**config.mk**
```make
export PLATFORM = sky130hd
export DESIGN_NAME = puf_challenge_driver
export DESIGN_NICKNAME = d
export VERILOG_FILES = /design/src/rtl/puf_pkg.sv /design/src/rtl/puf_lfsr.sv /design/src/rtl/puf_challenge_driver.sv
export SDC_FILE = /design/constraint.sdc
export NUM_CORES = 1
export LEC_CHECK = 0
export CORE_UTILIZATION = 45
export DETAILED_ROUTE_END_ITERATION = 8
export PLACE_DENSITY_LB_ADDON = 0.2
export RECOVER_POWER = 100
export SLEW_MARGIN = 20
export SYNTH_ARGS = -nofsm -noshare
export SYNTH_HDL_FRONTEND = slang
export SYNTH_HIERARCHICAL = 1
export SYNTH_SLANG_ARGS = --single-unit
```
**constraint.sdc**
```tcl
create_clock -name clk -period 2.2 [get_ports clk]
set_input_delay 0.44 -clock clk [delete_from_list [all_inputs] [get_ports clk]]
set_output_delay 0.44 -clock clk [all_outputs]
set_load 0.03 [all_outputs]
```
**src/rtl/puf_pkg.sv**
```systemverilog
// puf_pkg: shared types, LFSR tap table and step function for the arbiter PUF challenge paths
//   state_t   : driver FSM states
//   TAPS[n]   : maximal-length feedback taps for an n-bit LFSR, n = 4..32
//   lfsr_next : one shift-left step of an n-bit LFSR held in the low bits of a 32-bit word
package puf_pkg;
  typedef enum logic [2:0] {IDLE, SETTLE, SAMPLE, EMIT, DONE} state_t;
  localparam logic [31:0] TAPS [4:32] = '{
    32'h0000_000C, 32'h0000_0014, 32'h0000_0030, 32'h0000_0060, 32'h0000_00B8,
    32'h0000_0110, 32'h0000_0240, 32'h0000_0500, 32'h0000_0829, 32'h0000_100D,
    32'h0000_2015, 32'h0000_6000, 32'h0000_D008, 32'h0001_2000, 32'h0002_0400,
    32'h0004_0023, 32'h0009_0000, 32'h0014_0000, 32'h0030_0000, 32'h0042_0000,
    32'h00E1_0000, 32'h0120_0000, 32'h0200_0023, 32'h0400_0013, 32'h0900_0000,
    32'h1400_0000, 32'h2000_0029, 32'h4800_0000, 32'h8020_0003
  };
  function automatic logic [31:0] lfsr_next(input logic [31:0] lfsr, input int n);
    logic [31:0] mask;
    mask = 32'hFFFF_FFFF >> (32 - n);
    return ((lfsr << 1) | {31'd0, ^(lfsr & TAPS[n])}) & mask;
  endfunction
endpackage

```
**src/rtl/puf_lfsr.sv**
```systemverilog
// puf_lfsr: loadable N-bit challenge LFSR (clk, rst active-low sync, load/step controls, seed in, value out)
module puf_lfsr
  import puf_pkg::*;
#(
  parameter int N = 4
) (
  input  logic         clk,
  input  logic         rst,
  input  logic         load,
  input  logic         step,
  input  logic [N-1:0] seed,
  output logic [N-1:0] value
);
  // An all-zero seed would lock the LFSR, so it is replaced by 1.
  always_ff @(posedge clk)
    if (!rst) value <= '0;
    else if (load) value <= seed == '0 ? N'(1) : seed;
    else if (step) value <= N'(lfsr_next(32'(value), N));
endmodule

```
**src/rtl/puf_challenge_driver.sv**
```systemverilog
// puf_challenge_driver: drives LFSR challenges to an arbiter PUF, packs sampled responses into words, streams them out
//   control : clk, rst (sync, active-low), start, seed[N], num_words[16] -> busy, done
//   puf     : challenge[N] out, response[M] in
//   stream  : word_data[WORD_W], word_valid out, word_ready in
module puf_challenge_driver
  import puf_pkg::*;
#(
  parameter int N          = 4,
  parameter int M          = 1,
  parameter int WORD_W     = 8,
  parameter int SETTLE_CYC = 4
) (
  input  logic              clk,
  input  logic              rst,
  input  logic              start,
  input  logic [N-1:0]      seed,
  input  logic [15:0]       num_words,
  output logic              busy,
  output logic              done,
  output logic [N-1:0]      challenge,
  input  logic [M-1:0]      response,
  output logic [WORD_W-1:0] word_data,
  output logic              word_valid,
  input  logic              word_ready
);
  localparam int BITS = WORD_W / M;
  localparam int CW   = $clog2(SETTLE_CYC + 1);
  localparam int BW   = BITS > 1 ? $clog2(BITS) : 1;
  localparam logic [CW-1:0] RELOAD = CW'(SETTLE_CYC - 1);
  state_t state, state_n;
  logic [CW-1:0] cnt;
  logic [BW-1:0] bit_idx;
  logic [15:0] words_left;
  logic load, last_bit;
  assign load       = state == IDLE && start && num_words != 16'd0;
  assign last_bit   = bit_idx == BW'(BITS - 1);
  assign busy       = state != IDLE;
  assign done       = state == DONE;
  assign word_valid = state == EMIT;
  puf_lfsr #(.N(N)) u_lfsr (
    .clk  (clk),
    .rst  (rst),
    .load (load),
    .step (state == SAMPLE),
    .seed (seed),
    .value(challenge)
  );
  always_ff @(posedge clk)
    if (!rst) state <= IDLE;
    else state <= state_n;
  always_comb begin
    state_n = state;
    case (state)
      IDLE:    state_n = start ? (num_words != 16'd0 ? SETTLE : DONE) : IDLE;
      SETTLE:  state_n = cnt == '0 ? SAMPLE : SETTLE;
      SAMPLE:  state_n = last_bit ? EMIT : SETTLE;
      EMIT:    state_n = word_ready ? (words_left == 16'd1 ? DONE : SETTLE) : EMIT;
      DONE:    state_n = IDLE;
      default: state_n = IDLE;
    endcase
  end
  // While stalled in EMIT nothing here moves, so word_data and the challenge stay put.
  always_ff @(posedge clk)
    if (!rst) begin
      cnt        <= '0;
      bit_idx    <= '0;
      words_left <= '0;
      word_data  <= '0;
    end else begin
      case (state)
        IDLE: if (load) begin
          words_left <= num_words;
          bit_idx    <= '0;
          cnt        <= RELOAD;
        end
        SETTLE: if (cnt != '0) cnt <= cnt - 1'b1;
        SAMPLE: begin
          word_data[bit_idx*M +: M] <= response;
          bit_idx <= last_bit ? '0 : bit_idx + 1'b1;
          cnt     <= RELOAD;
        end
        EMIT: if (word_ready) begin
          words_left <= words_left - 16'd1;
          cnt        <= RELOAD;
        end
        default: ;
      endcase
    end
endmodule
```
==> impl_metrics.env, run 1 <==
export IMPL_max_freq_mhz=475.9
export IMPL_crit_type="in -> reg"
export IMPL_routedWlPerCell_microns=13.24
export IMPL_cp_required_ps=2440
export IMPL_ff2ff_path_depth=7
export IMPL_dr_first_iter_drc_count=201
export IMPL_routed_wl_microns=5561
export IMPL_netlist_area_sq_mm=0.002238
export IMPL_relSlewSlack_pct=63.59
export IMPL_place_congestion=0.8317
export IMPL_final_setup_viol_count=0
export IMPL_grt_pass1_wl_microns=8983
export IMPL_synth_edf_count=0
export IMPL_fin_crit_ps=2101
export IMPL_antenna_found_initial=0
export IMPL_seq_area_frac_synth_pct=33.09
export IMPL_die_area_sq_mm=0.005261
export IMPL_cap_viol_max_count=0
export IMPL_grt_max_degree=21
export IMPL_syn_num_nets=325
export IMPL_num_vias=2281
export IMPL_synthFlopType="dfxtp_1"
export IMPL_rsz0062_at_grt="false"
export IMPL_fin_skew_ps=5.667
export IMPL_first_pass_iters=4
export IMPL_final_area_sq_mm=0.003003
export IMPL_start_kind="input pin"
export IMPL_ys_ff_latch=37
export IMPL_path_buf_inv=3
export IMPL_avgSynthCellArea_sq_um=7.745
export IMPL_area_growth_pct=34.15
export IMPL_die_h_microns=72.53
export IMPL_power_mw=1.975
export IMPL_cts_root_buf="clkbuf_8"
export IMPL_grt_ovfl_total=0
export IMPL_hp_class="reg -> reg"
export IMPL_rows=25
export IMPL_placed_area_sq_mm=0.002867
export IMPL_period_share_pct=95.52
export IMPL_diodes=0
export IMPL_drive_gt1_share_pct=13.03
export IMPL_nets=388
export IMPL_holdPathEnd="word_data[6]"
export IMPL_drc=0
export IMPL_cts_buffers_inserted=5
export IMPL_power_density_mw_per_mm2=657.5
export IMPL_hold_viol=0
export IMPL_setup_worst_path_end_class="flip-flop"
export IMPL_worstPathArrival_ps=2340
export IMPL_rr_endpoint="word_data[7]"
export IMPL_path_clk_slew_ps=80
export IMPL_status="finished clean"
export IMPL_via_per_inst=5.431
export IMPL_grt_pass1_vias=1955
export IMPL_holdPathStages=2
export IMPL_cts_hold_buf=0
export IMPL_clockBufferDepth=2
export IMPL_p_leak_nw=1.206
export IMPL_nFillCells=439
export IMPL_cts_max_level=2
export IMPL_slew_viol_final=0
export IMPL_critPathTopFamily="buffers and inverters"
export IMPL_cp_max_fo=5
export IMPL_timing_hold_worst_start="word_data[6]"
export IMPL_ios=40
export IMPL_final_antenna_net_count=0
export IMPL_async_flop_share_pct=0
export IMPL_dp_hpwl_microns=3846
export IMPL_start_util_pct=47.08
export IMPL_r2r_start="bit_idx[1]"
export IMPL_clk_latency_ps=290
export IMPL_netlist_cell_type_count=52
export IMPL_clock_sinks=37
export IMPL_crit_path_top_delay_cell="clkdlybuf4s50_1"
export IMPL_cpPeakStageDelay_ps=450
export IMPL_path_cells="clkdlybuf4s50_1, nor4_2, nand4_1, buf_4, a32oi_4, clkbuf_1, o221a_2"
export IMPL_worstMarginPinSlew_ps=541.2
export IMPL_hold_ws_ps=452.1
export IMPL_cts_tree="built"
export IMPL_synth_cells=289
export IMPL_io_buffers=39
export IMPL_coreArea_sq_mm=0.004755
export IMPL_regToRegSetupSlack_ps=160
export IMPL_die_w_microns=72.53
export IMPL_ir_drop_mv=0.2771
export IMPL_grt_total_usage_pct=22.03
export IMPL_ys_warn_count=6
==> sequential cells by signal, summed over array words and instances, names as in the netlist <==
name and cells:
bit_idx 3, cnt 3, state 3, u_lfsr/value 4, word_data 8, words_left 16
==> power breakdown <==
part	internal [mW]	leakage, nW	total, mW	switching [mW]
clock	0.370	0.0585	0.622	0.252
combinational	0.270	0.845	0.581	0.311
sequential	0.723	0.302	0.772	0.0485
==> through the flow <==
stage               utilization [%]  cells  TNS, ps  setup slack (ps)
floorplan                         -    289        0             67.69
global placement              60.29    410    -5692            -303.7
detailed placement            60.29    410    -4335            -280.3
CTS                           62.74    418        0             21.37
global route                  63.16    420        0             4.149
finish                        63.16    420        0             98.62
==> layout by cell type, fill, tap and decap left out, types with 11 or more instances in the layout <==
| master | n |
|---|---|
| nand2_1 | 41 |
| dfxtp_1 | 37 |
| a21oi_1 | 29 |
| clkdlybuf4s50_1 | 23 |
| buf_4 | 23 |
| nor2_1 | 22 |
| inv_1 | 16 |
| nor3_1 | 14 |
| dlygate4sd3_1 | 12 |
| o21ai_0 | 11 |
| ha_1 | 11 |
==> cell usage after synthesis, types with 2 or more instances <==
master,count,share of area (%)
a31oi_1,3,0.84
or4_2,2,0.78
nor2b_1,2,0.56
nor2_1,22,3.7
mux2i_1,7,3.1
o32ai_1,4,1.6
a22oi_1,2,0.67
o211ai_1,2,0.67
and2_1,3,0.84
o21bai_1,2,0.67
a21oi_1,29,6.5
nor4_1,8,2.2
ha_1,11,6.1
o21ai_0,11,2.5
or3_1,5,1.4
clkbuf_1,7,1.2
nand4_1,4,1.1
buf_2,3,0.67
o31ai_1,2,0.67
buf_6,3,1.5
o211a_1,2,0.89
a211oi_1,3,1.0
dfxtp_1,37,33
nand2b_1,5,1.4
or4_1,4,1.3
nand2_1,41,6.9
inv_1,16,2.7
nand3_1,11,2.5
nor3_1,15,3.4
==> per-layer routing <==
layer / part of all wire (%) / vias up / global-route usage (%)
met3: 4.7 / 6 / 5.278
met1: 47 / 1029 / 29.23
met4: 1.4 / 0 / 9.150
met5: 0 / - / 0
met2: 47 / 77 / 34.16
li1: - / 1169 / -
==> cells by family after synthesis <==
group           count (synthesis)  synth area share (%)
compound gates                 72                 21.41
buf+inv                        33                 7.322
mux                             7                 3.130
xor+xnor                        1                0.3914
fa+ha+maj                      11                 6.149
flops                          37                 33.09
simple gates                  128                 28.51
==> worst min-delay path: cells and delay by family, from the launching register on <==
kind | cells | cell delay (ps)
DFF | 1 | 310
and+or+nand+nor | 1 | 50
AOI/OAI and AO/OA | 1 | 50
==> layout make-up <==
cell class | instances | area [sq um] | area share [%]
clock buffers | 7 | 86.33 | 2.875
repair buffers | 71 | 634.4 | 21.12
inverters | 18 | 67.56 | 2.250
multi-input cells | 219 | 1360 | 45.29
well taps | 67 | 83.83 | 2.792
flip-flops and latches | 37 | 740.7 | 24.67
clock inverters | 1 | 30.03 | 1.000
==> worst max path at each step <==
stage | start | end | slack (ps) | depth (start not counted)
floorplan | bit_idx[0] | word_data[3] | 70 | 8
global placement | num_words[12] | words_left[12] | -300 | 7
detailed placement | num_words[11] | words_left[12] | -280 | 7
CTS | state[1] | word_valid | 20 | 3
global route | bit_idx[1] | word_data[7] | 4 | 7
finish | num_words[11] | words_left[9] | 100 | 7
==> repair_timing <==
action | 4_1_cts | 5_1_grt
buffers inserted | 0 | 2
resized for setup | 0 | 12
endpoints found under the setup margin | 0 | 17
Note: power is estimated with default switching activity, not from simulation.
==> run 2: changes to the inputs <==
- CAP_MARGIN: not set -> 15
==> results of run 2 <==
Final layout, timing and power as in run 1 (identical DEF).
==> run 3: changes to the inputs <==
- CELL_PAD_IN_SITES_DETAIL_PLACEMENT: not set -> 0
- CELL_PAD_IN_SITES_GLOBAL_PLACEMENT: not set -> 2
- CORE_UTILIZATION: 45 -> 27
- PLACE_DENSITY: not set -> 0.8
- PLACE_DENSITY_LB_ADDON: 0.2 -> not set
- SKIP_LAST_GASP: not set -> 1
==> run 3 against run 2 <==
  * Via count down 2.3%
  * Cell count up 7.6%
  * Cell area fell by 0.21%
  * First-iteration DRC count decreased by 64%
  * Sequential power about the same
  * Power about the same
  * Register-to-register slack barely moved
  * Combinational power decreased by 2%
  * Clock power up 2%
  * Highest routed layer unchanged
==> impl_metrics.env, run 3 (synthesis gave the netlist of run 1 again) <==
export IMPL_status="finished clean"
export IMPL_place_congestion=0.7670
export IMPL_grt_total_usage_pct=14.76
export IMPL_clock_sinks=37
export IMPL_area_growth_pct=33.87
export IMPL_largest_reg_flops=16
export IMPL_ios=40
export IMPL_grt_max_degree=30
export IMPL_cts_setup_buffers=0
export IMPL_relSlewSlack_pct=63.12
export IMPL_p_leak_nw=1.175
export IMPL_die_w_microns=93.05
export IMPL_start_kind="input pin"
export IMPL_die_h_microns=93.05
export IMPL_routed_wl_microns=6091
export IMPL_path_clk_slew_ps=80
export IMPL_dp_hpwl_microns=4442
export IMPL_final_antenna_net_count=0
export IMPL_mostFrequentLayoutCells="41 x nand2_1, 37 x dfxtp_1, 29 x a21oi_1, 25 x clkdlybuf4s50_1, 25 x buf_4"
export IMPL_fin_skew_ps=2.917
export IMPL_cp_required_ps=2400
export IMPL_grt_pass1_wl_microns=10140
export IMPL_worstPathArrival_ps=2280
export IMPL_num_vias=2229
export IMPL_start_util_pct=28.38
export IMPL_nets=385
export IMPL_dp_slack_ps=-267.9
export IMPL_io_buffers=39
export IMPL_die_area_sq_mm=0.008658
export IMPL_hold_viol=0
export IMPL_cts_max_level=2
export IMPL_fin_tns_setup_ps=0
export IMPL_regMostFlops="words_left"
export IMPL_grt_ovfl_total=0
export IMPL_cts_buffers_inserted=5
export IMPL_rsz0062_at_grt="false"
export IMPL_dr_first_iter_drc_count=72
export IMPL_reg_top3="words_left x16, word_data x8, u_lfsr/value x4"
export IMPL_diodes=0
export IMPL_final_setup_viol_count=0
export IMPL_antenna_found_initial=0
export IMPL_max_freq_mhz=478.8
export IMPL_drive_gt1_share_pct=12.29
export IMPL_power_density_mw_per_mm2=659.4
export IMPL_nFillCells=851
export IMPL_power_mw=1.976
export IMPL_period_share_pct=94.93
export IMPL_setup_worst_path_end_class="flip-flop"
export IMPL_cap_viol_max_count=0
export IMPL_slew_viol_final=0
export IMPL_cp_max_fo=7
export IMPL_setup_ws_ps=111.5
export IMPL_worstMarginPinSlew_ps=548.1
export IMPL_clk_latency_ps=290
export IMPL_drc=0
export IMPL_cts_tree="built"
export IMPL_hp_class="reg -> reg"
export IMPL_fin_crit_ps=2088
export IMPL_clockBufferDepth=2
export IMPL_ir_drop_mv=0.2407
export IMPL_layout_commonest_cell="nand2_1"
export IMPL_grt_pass1_vias=2125
export IMPL_cts_root_buf="clkbuf_8"
export IMPL_rows=32
export IMPL_via_per_inst=4.931
export IMPL_crit_type="in -> reg"
export IMPL_coreArea_sq_mm=0.007888
export IMPL_first_pass_iters=4
export IMPL_routedWlPerCell_microns=13.48
-- run 3: changes by cell type in the layout (fill, tap and decap cells not counted), sizes merged --
cell | previous run | this run
clkbuf | 15 | 10
dlygate4sd2 | 0 | 1
clkdlybuf4s50 | 23 | 25
dlymetal6s2s | 2 | 0
clkinvlp | 0 | 1
-- run 3: worst paths after layout --
check                           cells past startpoint              to  slack [ps]            from
worst max-delay path                                7  words_left[12]         110    num_words[4]
worst max register to register                      5  words_left[14]         160   words_left[8]
worst min-delay path                                2  words_left[14]         450  words_left[14]
worst min register to register                      2  words_left[14]         450  words_left[14]
-- run 3: critical path, stage by stage --
cell	delay, ps
clkdlybuf4s50_1	460
nor4_1	340
nand4_1	230
nand3_1	160
inv_1	140
mux2i_1	160
a2111oi_2	340
-- run 3: where the power goes --
group          switching (mW)  leakage [nW]  internal [mW]  total (mW)
combinational           0.313         0.815          0.254       0.567
clock                   0.267        0.0574          0.369       0.636
sequential             0.0501         0.302          0.723       0.773
total                   0.630          1.18           1.35        1.98
-- run 3: metrics by stage --
stage / utilization [%] / hold WS (ps) / instance area [sq um] / instances
after global routing: 37.99 / 468.8 / 2997 / 452
final: 37.99 / 447.8 / 2997 / 452
after detailed placement: 36.64 / 442.8 / 2890 / 444
after CTS: 38.15 / 454.3 / 3009 / 452
after floorplan: - / 423.9 / 2238 / 289
after global placement: 36.64 / 439.1 / 2890 / 444
-- run 3: routing by layer --
| metal | part of all wire, % | vias up | global-route usage [%] | wire, microns |
|---|---|---|---|---|
| met2 | 44 | 34 | 23.35 | 2666 |
| met4 | 1.2 | 0 | 4.487 | 76 |
| met5 | 0 | - | 0 | 0 |
| li1 | - | 1166 | - | - |
| met3 | 3.1 | 9 | 2.927 | 187 |
| met1 | 52 | 1020 | 20.16 | 3161 |
-- run 3: timing repair --
action	in CTS	in global routing
endpoints found under the setup margin	1	5
gates resized for setup	1	3
hold buffers	0	0
-- run 3: area by class of cell --
type,count,area [sq um],area share [%]
multi-input cells,219,1339,44.68
flip-flops and latches,37,740.7,24.72
repair buffers,68,601.8,20.08
well taps,102,127.6,4.259
clock buffers,6,82.58,2.756
inverters,18,67.56,2.255
clock inverters,2,37.54,1.253
